`config.mk`:
```
export PLATFORM = sky130hd
export DESIGN_NAME = counter
export DESIGN_NICKNAME = d
export VERILOG_FILES = /design/src/rtl/game_pkg.sv /design/src/rtl/edge_rise.sv /design/src/rtl/counter.sv
export SDC_FILE = /design/constraint.sdc
export NUM_CORES = 1
export LEC_CHECK = 0
export ABC_AREA = 0
export BUFFER_PORTS_ARGS = -buffer_cell sky130_fd_sc_hd__clkbuf_2
export CAP_MARGIN = 20
export CORE_AREA = 10 10 47 49
export DETAILED_ROUTE_END_ITERATION = 8
export DIE_AREA = 0 0 57 59
export SYNTH_ARGS = -nofsm -noshare
export SYNTH_HDL_FRONTEND = slang
export SYNTH_SLANG_ARGS = --single-unit
```
`constraint.sdc`:
```
create_clock -name clk -period 1.4 [get_ports clk]
set_input_delay 0.28 -clock clk [delete_from_list [all_inputs] [get_ports clk]]
set_output_delay 0.28 -clock clk [all_outputs]
set_load 0.02 [all_outputs]
```
`src/rtl/game_pkg.sv`:
```
// Shared types and constants for the scrambled-number sum game blocks.
package game_pkg;

  localparam int unsigned CNT_W = 4;

  typedef logic [CNT_W-1:0] cnt_t;

  localparam cnt_t CNT_RST = '0;

endpackage : game_pkg

```
`src/rtl/edge_rise.sv`:
```
// Rising-edge detector: one-cycle pulse when d goes 0 -> 1 between clk edges.
module edge_rise (
  input  logic clk,
  input  logic rst,
  input  logic d,
  output logic rise
);

  logic d_q;

  // Previous-sample register; reset to 1 so a level already high at release is not an edge.
  always_ff @(posedge clk or posedge rst) begin
    if (rst) d_q <= 1'b1;
    else     d_q <= d;
  end

  // Unknown d makes rise unknown, which the consumer's if() treats as no edge.
  assign rise = d & ~d_q;

endmodule : edge_rise

```
`src/rtl/counter.sv`:
```
// Event tally: increments once per rising edge of pulse, wrapping modulo 2**WIDTH.
module counter
  import game_pkg::*;
#(
  parameter int unsigned       WIDTH   = CNT_W,
  parameter logic [WIDTH-1:0]  RST_VAL = WIDTH'(CNT_RST)
) (
  input  logic             clk,
  input  logic             rst,
  input  logic             pulse,
  output logic [WIDTH-1:0] count
);

  logic rise;

  edge_rise u_edge_rise (
    .clk  (clk),
    .rst  (rst),
    .d    (pulse),
    .rise (rise)
  );

  // Tally register; natural overflow of the adder gives the silent wrap.
  always_ff @(posedge clk or posedge rst) begin
    if (rst)       count <= RST_VAL;
    else if (rise) count <= count + WIDTH'(1);
  end

endmodule : counter

```
==> flow_metrics.tcl, run 1 <==
set metrics [dict create \
    grt_usage 0.0308 \
    cts_root_buf "clkbuf_4" \
    final_cells 41 \
    worst_setup_path_end_kind "primary output" \
    layout-drive-gt1-share 0.480 \
    maxSlewViolCount 0 \
    worstMarginPinSlew_ps 190 \
    maxCapViolCount 0 \
    drtAntennaViolNets 0 \
    hold_viol 0 \
    num-nets-final 30 \
    syn_nets 18 \
    powerDensity_nw_per_um2 2270 \
    syn_area_um2 204 \
    die_h_um 59 \
    synth_top_family_by_area "XOR/XNOR gates" \
    final-setup-viol-count 0 \
    drc 0 \
    syn_to_final_growth_pct 42.3 \
    die-width_um 57 \
    period_needed_ps 1120 \
    overflow 0 \
    wl_per_cell_um 9.34 \
    critical_path_depth 1 \
    antenna_found_initial 0 \
    peakVddDrop_mv 0.330 \
    drt_wl_total_um 383 \
    vias 139 \
    max_stage_delay_ps 410 \
    leakage_uw 0.000137 \
    cts_max_level 1 \
    crit_slowest_cell "dfrtp_1" \
    status "finished clean" \
    cts_sinks 5 \
    muxShareOfSynthArea 0.0552 \
    yosysSeqAreaShare 0.620 \
    io_pins 7 \
    clock_latency_ps 240 \
    grt_pass1_wl_um 703 \
    crit_fanout 4 \
    ys_seq_elements 5 \
    hold_class "input pin to flip-flop" \
    max-clock-path-buffers 2 \
    path_cells "clkbuf_2" \
    vias_per_cell 3.39 \
    port_buffers 6 \
    antenna_cells 0 \
    drt_pass1_iterations 1 \
    grt_setup_unrepaired "false" \
    die_area_um2 3360 \
    crit_family "flip-flops" \
    fillerInstances 166 \
    yosysWarningCount 0 \
    rr_worst_depth 2 \
    cts-buffers-inserted 3 \
    place_inst 36 \
    grt_pass1_vias 164 \
    path_class "flip-flop to primary output" \
    synth-adder-area-share 0.0613 \
    cts_tree "done" \
    max_freq_mhz 893 \
    synth_compound_area_frac 0 \
    max-slew-margin-rel 0.873 \
    synthCells 14 \
    synth_cell_type_count 10 \
    fin_area_um2 290 \
    synthSimpleGateAreaFrac 0.117 \
    cp.arrival_ps 840 \
    drtIter0Drc 0 \
    synthXorXnorAreaFrac 0.129 \
    fin_skew_ps 0.407 \
    cp-start-kind "flip-flop" \
    hold_depth 1 \
    crit_required_ps 1120 \
    start_util 0.146 \
    crit_buf_inv 1 \
    core_area_um2 1400 \
    finalCritPeriodShare 0.800 \
    finalSetupTns_ps 0 \
    rows 14 \
    postPlaceCellArea_um2 254 \
    gp_congestion 0.641 \
    grt_max_degree 6 \
    clk_pin_slew_ps 40 \
    avgSynthCellArea_um2 14.6 \
]
-- area by class of cell --
class                   count  area [um^2]  area share
flip-flops and latches      5          126       0.435
repair buffers              7         40.0       0.138
clock buffers               4         26.3      0.0905
well taps                  16         20.0      0.0690
inverters                   1         3.75      0.0129
multi-input cells           8         73.8       0.254
-- routing by layer --
layer | vias to the layer above | share of wire | GRT usage
met5 | - | 0 | 0
met3 | 2 | 0.18 | 0.0322
li1 | 68 | - | -
met1 | 62 | 0.50 | 0.0313
met4 | 0 | 0.016 | 0.0403
met2 | 7 | 0.30 | 0.0279
-- synthesized netlist by cell type (all sizes together) --
cell / count / area [um^2]
dfrtp: 4 / 100
dfstp: 1 / 26.3
ha: 1 / 12.5
inv: 1 / 3.75
mux2: 1 / 11.3
nand2: 1 / 3.75
nand4: 1 / 6.26
nor2b: 1 / 13.8
xnor2: 2 / 17.5
xor2: 1 / 8.76
-- layout by cell type (no fill, tap or decap), types with 2 or more instances in the layout --
cell / Yosys / layout
clkbuf_2: 0 / 6
xnor2_1: 2 / 2
clkbuf_4: 0 / 3
dfrtp_1: 4 / 4
-- worst paths after layout --
path                                 startpoint                   endpoint  slack (ps)
max                        count[0]$_DFFE_PP0P_                   count[0]         280
min in group asynchronous                   rst       count[0]$_DFFE_PP0P_         470
max in group asynchronous                   rst  u_edge_rise.d_q$_DFF_PP1_         690
min                                       pulse  u_edge_rise.d_q$_DFF_PP1_         140
max reg2reg                count[0]$_DFFE_PP0P_       count[1]$_DFFE_PP0P_         310
min reg2reg                count[3]$_DFFE_PP0P_       count[3]$_DFFE_PP0P_         470
-- cell families after synthesis --
group / after synthesis
XOR/XNOR: 3
adder cells (fa/ha/maj): 1
buffers and inverters: 1
flip-flops: 5
multiplexers: 1
AND/OR/NAND/NOR: 3
-- through the flow --
stage                      util  setup slack, ps  hold WS [ps]  power [uW]
after floorplan               -              255          57.8         414
after global placement    0.181              324           170         498
after detailed placement  0.181              315           168         504
after CTS                 0.207              262           136         679
after global routing      0.207              222           135         722
final                     0.207              281           143         659
-- report_power, final --
group,total (uW),leakage (uW),internal (uW),switching [uW]
clock network,163,0.0000150,107,55.0
logic,228,0.0000646,97.1,131
registers,269,0.0000578,208,60.2
total,659,0.000137,413,246
-- sequential cells by signal (all words and copies together) (netlist names) --
signal and count:
count 4, u_edge_rise.d_q 1
-- repair_timing --
| action | CTS | global route |
|---|---|---|
| hold buffers | 1 | 0 |
| endpoints found under the hold margin | 4 | 0 |
| buffers inserted | 0 | 0 |
| endpoints found under the setup margin | 0 | 0 |
| gates resized for setup | 0 | 0 |
Note: power is estimated with default switching activity, not from simulation.
==> run 2, diff against run 1 <==
--- a/config.mk
+++ b/config.mk
@@ -5,7 +5,7 @@
 export SDC_FILE = /design/constraint.sdc
 export NUM_CORES = 1
 export LEC_CHECK = 0
-export ABC_AREA = 0
+export ABC_AREA = 1
 export BUFFER_PORTS_ARGS = -buffer_cell sky130_fd_sc_hd__clkbuf_2
 export CAP_MARGIN = 20
 export CORE_AREA = 10 10 47 49
==> constraint.sdc (replaced) <==
create_clock -name clk -period 0.9 [get_ports clk]
set_input_delay 0.18 -clock clk [delete_from_list [all_inputs] [get_ports clk]]
set_output_delay 0.18 -clock clk [all_outputs]
set_load 0.02 [all_outputs]
==> run 2 against run 1 <==
- global-route usage increased by 1.2 points
- largest power group is now combinational cells
- clock power increased by 53%
- the flow now finishes with violations (negative setup slack)
- critical endpoint unchanged
- die area unchanged
- critical path type unchanged
- via count increased by 55%
- total power increased by 120%
- utilization increased by 8.8 points
- register-to-register slack got worse by 440 ps
- clock skew increased by 2.4 ps
- sequential power increased by 51%
==> flow_metrics.tcl, run 2 <==
set metrics [dict create \
    vias_per_cell 3.71 \
    powerDensity_nw_per_um2 3530 \
    drc 0 \
    cts_sinks 5 \
    grt_max_degree 6 \
    layout-drive-gt1-share 0.548 \
    crit_required_ps 720 \
    fin_skew_ps 2.84 \
    hold_class "input pin to flip-flop" \
    cp-start-kind "flip-flop" \
    grt_pass1_wl_mm 1.10 \
    path_cells "buf_6 -> buf_8" \
    worstMarginPinSlew_ps 198 \
    yosysTopAreaCellShare 0.428 \
    grt_usage 0.0425 \
    grt_setup_unrepaired "true" \
    clk_pin_slew_ps 40 \
    drt_wl_total_um 562 \
    synth-main-ff-cell "dfrtp_1" \
    hold_viol 0 \
    clock_latency_ps 240 \
    finalSetupTns_ps -527 \
    synthArstFlopShare 1.00 \
    final_cell_mix "nand2_1 (8), buf_4 (4), inv_1 (3), clkbuf_4 (3)" \
    gp_congestion 0.626 \
    crit_family "flip-flops" \
    leakage_uw 0.000208 \
    final_cells 58 \
    overflow 0 \
    num-nets-final 47 \
    crit_fanout 2 \
    antenna_cells 0 \
    die_area_um2 3360 \
    cp.arrival_ps 880 \
    final-setup-viol-count 7 \
    worst_setup_path_end_kind "primary output" \
    grt_pass1_vias 259 \
    crit_buf_inv 2 \
    yosysWarningCount 0 \
    max_freq_mhz 945 \
    avgSynthCellArea_um2 9.00 \
    cts_root_buf "clkbuf_4" \
    io_pins 7 \
    core_area_um2 1400 \
    setup_ws_ps -158 \
    maxCapViolCount 0 \
    drtAntennaViolNets 0 \
    violations "negative setup slack" \
    ys_top_cells_by_area "dfrtp_1 (43%), nand2_1 (13%), dfstp_2 (11%), inv_1 (6.4%), ha_1 (5.3%)" \
    cts_max_level 1 \
    largestRegisters "count: 4 flops, u_edge_rise.d_q: 1 flops" \
    syn_nets 30 \
    port_buffers 6 \
    wl_per_cell_um 9.69 \
    drtIter0Drc 2 \
    largest-register "count" \
    synth-edff-count 0 \
    synth_commonest_cells "nand2_1 (8), dfrtp_1 (4), inv_1 (4), nand3_1 (2)" \
    cts_tree "done" \
    max-slew-margin-rel 0.868 \
    synth_most_common_cell "nand2_1" \
    path_class "flip-flop to primary output" \
    start_util 0.167 \
    crit_slowest_cell "dfrtp_2" \
    peakVddDrop_mv 0.756 \
    syn_to_final_growth_pct 77.0 \
    vias 215 \
    yosysSeqAreaShare 0.540 \
    cts-buffers-inserted 3 \
    fin_area_um2 414 \
    finalCritPeriodShare 1.18 \
    die_h_um 59 \
    drt_pass1_iterations 2 \
    antenna_found_initial 0 \
    rows 14 \
    status "finished with violations" \
    place_inst 49 \
    postPlaceCellArea_um2 297 \
    synthCells 26 \
    yosys.area.top_type "dfrtp_1" \
    final_common_cell "nand2_1" \
    dp_hpwl_um 394 \
    largest_reg_flops 4 \
    fin_util 0.296 \
    die-width_um 57 \
    period_needed_ps 1060 \
    synth_cell_type_count 12 \
    holdWs_ps 65.0 \
    ys_seq_elements 5 \
    max-clock-path-buffers 2 \
    maxSlewViolCount 0 \
    syn_area_um2 234 \
    max_stage_delay_ps 410 \
]
-- run 2: cell type report --
type	instances	area, um^2
Fill cell	163	987
Sequential cell	5	129
Tap cell	16	20.0
Clock buffer	4	26.3
Timing Repair Buffer	12	116
Inverter	5	21.3
Multi-Input combinational cell	16	101
-- run 2: repair_timing --
action	4_1_cts	5_1_grt
resized for setup	11	5
pin swaps	3	1
hold buffers	1	0
buffers inserted	3	1
endpoints found under the hold margin	4	0
endpoints found under the setup margin	7	8
-- run 2: cells by family after synthesis --
logic type               Yosys count  synth area share
flip-flops                         5             0.540
XOR/XNOR                           1            0.0374
adder cells (fa/ha/maj)            1            0.0535
buffers and inverters              5            0.0802
AO/OA/AOI/OAI                      1            0.0321
AND/OR/NAND/NOR                   13             0.257
-- run 2: worst paths after layout --
| path | from | endpoint | slack (ps) | cells past startpoint |
|---|---|---|---|---|
| max in group asynchronous | rst | u_edge_rise.d_q$_DFF_PP1_ | 290 | 3 |
| hold / removal | pulse | u_edge_rise.d_q$_DFF_PP1_ | 70 | 1 |
| setup / recovery | count[0]$_DFFE_PP0P_ | count[0] | -160 | 2 |
| min in group asynchronous | rst | count[3]$_DFFE_PP0P_ | 370 | 3 |
| hold reg to reg | count[2]$_DFFE_PP0P_ | count[2]$_DFFE_PP0P_ | 630 | 3 |
| setup reg to reg | count[0]$_DFFE_PP0P_ | count[1]$_DFFE_PP0P_ | -130 | 4 |
-- run 2: stage by stage --
step / total power, uW / setup slack (ps)
after detailed placement: 886 / -51.9
after global placement: 869 / -35.9
final: 1460 / -158
after CTS: 1380 / -181
after floorplan: 699 / -33.7
after global routing: 1600 / -204
-- run 2: metal layers --
layer,global-route usage,wire length (um),vias up
met4,0.0403,0,0
met2,0.0636,271,6
li1,-,-,111
met5,0,0,-
met3,0.0258,51,0
met1,0.0395,239,98
-- run 2: power breakdown --
part	leakage [uW]	switching, uW	internal [uW]
combinational	0.000137	356	448
sequential	0.0000561	79.3	328
clock	0.0000150	82.0	167
==> run 3, diff against run 2 <==
--- a/config.mk
+++ b/config.mk
@@ -11,6 +11,7 @@
 export CORE_AREA = 10 10 47 49
 export DETAILED_ROUTE_END_ITERATION = 8
 export DIE_AREA = 0 0 57 59
+export PLACE_DENSITY_LB_ADDON = 0.2
 export SYNTH_ARGS = -nofsm -noshare
 export SYNTH_HDL_FRONTEND = slang
 export SYNTH_SLANG_ARGS = --single-unit
==> run 3 against run 2 <==
- the run still ends with negative setup slack left
- count of clock-buffer cells in the layout stayed put
- combinational power fell by 13%
- clock skew is essentially flat
- register-to-register slack better by 100 ps
- cell count shrank 3.4%
==> flow_metrics.tcl, run 3 (synthesis gave the netlist of run 2 again) <==
set metrics [dict create \
    status "finished with violations" \
    violations "negative setup slack" \
    die_h_um 59 \
    clk_pin_slew_ps 50 \
    grt_pass1_wl_mm 1.03 \
    max_freq_mhz 1000 \
    final_cell_mix "nand2_1 (8), inv_1 (3), clkbuf_4 (3), buf_4 (3)" \
    rr_worst_depth 3 \
    wl_per_cell_um 9.98 \
    total_power_uw 1390 \
    crit_family "flip-flops" \
    grt_max_degree 6 \
    antenna_found_initial 0 \
    fin_util 0.284 \
    grt_setup_unrepaired "true" \
    final_common_cell "nand2_1" \
    leakage_uw 0.000198 \
    period_needed_ps 1000 \
    final-setup-viol-count 6 \
    path_class "flip-flop to primary output" \
    core_area_um2 1400 \
    antenna_cells 0 \
    p_int_uw 882 \
    cp-start-kind "flip-flop" \
    whs_endpoint "u_edge_rise.d_q$_DFF_PP1_" \
    maxCapViolCount 0 \
    max_stage_delay_ps 430 \
    combPwrFrac 0.503 \
    clock_latency_ps 250 \
    worstMarginPinSlew_ps 208 \
    hold_class "input pin to flip-flop" \
    critPathLaunch "count[0]$_DFFE_PP0P_" \
    peakVddDrop_mv 1.13 \
    finalCritPeriodShare 1.11 \
    num-nets-final 45 \
    drt_wl_total_um 559 \
    drtAntennaViolNets 0 \
    rr_endpoint "count[1]$_DFFE_PP0P_" \
    cts_sinks 5 \
    vias 213 \
    cts_max_level 1 \
    hold_viol 0 \
    crit_slowest_cell "dfrtp_2" \
    drtIter0Drc 1 \
    crit_buf_inv 1 \
    largestRegisters "count: 4 flops, u_edge_rise.d_q: 1 flops" \
    swShare 0.365 \
    hp-start "pulse" \
    crit_fanout 4 \
    dp_slack_ps -45.2 \
    vias_per_cell 3.80 \
    dp_hpwl_um 421 \
    drt_pass1_iterations 2 \
    largest_reg_flops 4 \
    layout-drive-gt1-share 0.525 \
    p_switching_uw 506 \
    cts_tree "done" \
    maxSlewViolCount 0 \
    max-clock-path-buffers 2 \
    r2r-start "count[0]$_DFFE_PP0P_" \
    largest-register "count" \
    drc 0 \
    gp_congestion 0.667 \
    p_seq_frac 0.304 \
    worst_setup_path_end_kind "primary output" \
    syn_to_final_growth_pct 70.1 \
    grt_pass1_vias 265 \
    overflow 0 \
    rows 14 \
    max-slew-margin-rel 0.861 \
    grt_usage 0.0424 \
    die_area_um2 3360 \
    cts_root_buf "clkbuf_4" \
    fin_skew_ps 3.13 \
    r2r_slack_ps -30 \
    die-width_um 57 \
    setup_ws_ps -100 \
    powerDensity_nw_per_um2 3490 \
    crit_required_ps 720 \
    path_cells "buf_8" \
    cp.arrival_ps 820 \
    critical_path_depth 1 \
    cts-buffers-inserted 3 \
    io_pins 7 \
    hold_depth 1 \
    port_buffers 6 \
    p_clk_frac 0.194 \
    start_util 0.167 \
]
-- run 3: changes by cell type in the layout (fill, tap and decap cells not counted), sizes merged --
cell    previous run  this run
buf                8         5
clkbuf             7         8
-- run 3: metrics by stage --
stage                     cell area [um^2]  hold WS (ps)  cells  setup TNS (ps)
final                                  398          51.8     56            -357
after global placement                 289          71.5     48           -85.8
after global routing                   398          43.6     56            -650
after CTS                              395          52.2     56            -399
after detailed placement               289          73.0     48            -107
after floorplan                        239         -42.3     26           -33.7
-- run 3: per-layer routing --
layer,wire length [um],global-route usage,up-vias
met2,302,0.0667,6
li1,-,-,106
met3,47,0.0343,3
met5,0,0,-
met1,184,0.0285,98
met4,25,0.0503,0
-- run 3: how the worst max path moves through the flow --
| stage | to | slack [ps] |
|---|---|---|
| detailed placement | count[3]$_DFFE_PP0P_ | -50 |
| CTS | count[0] | -120 |
| global route | count[0] | -130 |
| finish | count[0] | -100 |
| floorplan | count[1]$_DFFE_PP0P_ | -30 |
| global placement | count[3]$_DFFE_PP0P_ | -40 |
-- run 3: cell type report --
type                       instances  area [um^2]
fill                             165         1000
sequential                         5          129
multi-input combinational         16          101
timing repair buffer              10          100
clock buffer                       4         26.3
inverter                           5         21.3
tap                               16         20.0
-- run 3: what timing repair did --
action | 4_1_cts | 5_1_grt
pin swaps | 4 | 0
endpoints found under the hold margin | 4 | 0
hold buffers | 1 | 0
setup buffers | 3 | 0
setup endpoints to repair | 7 | 8
gates resized for setup | 12 | 2
-- run 3: power groups by stage --
stage	Clock (uW)	Combinational, uW	Sequential [uW]
after floorplan	0	180	519
after global placement	0	425	420
after detailed placement	0	430	424
after CTS	274	693	412
after global routing	293	772	443
final	269	698	422
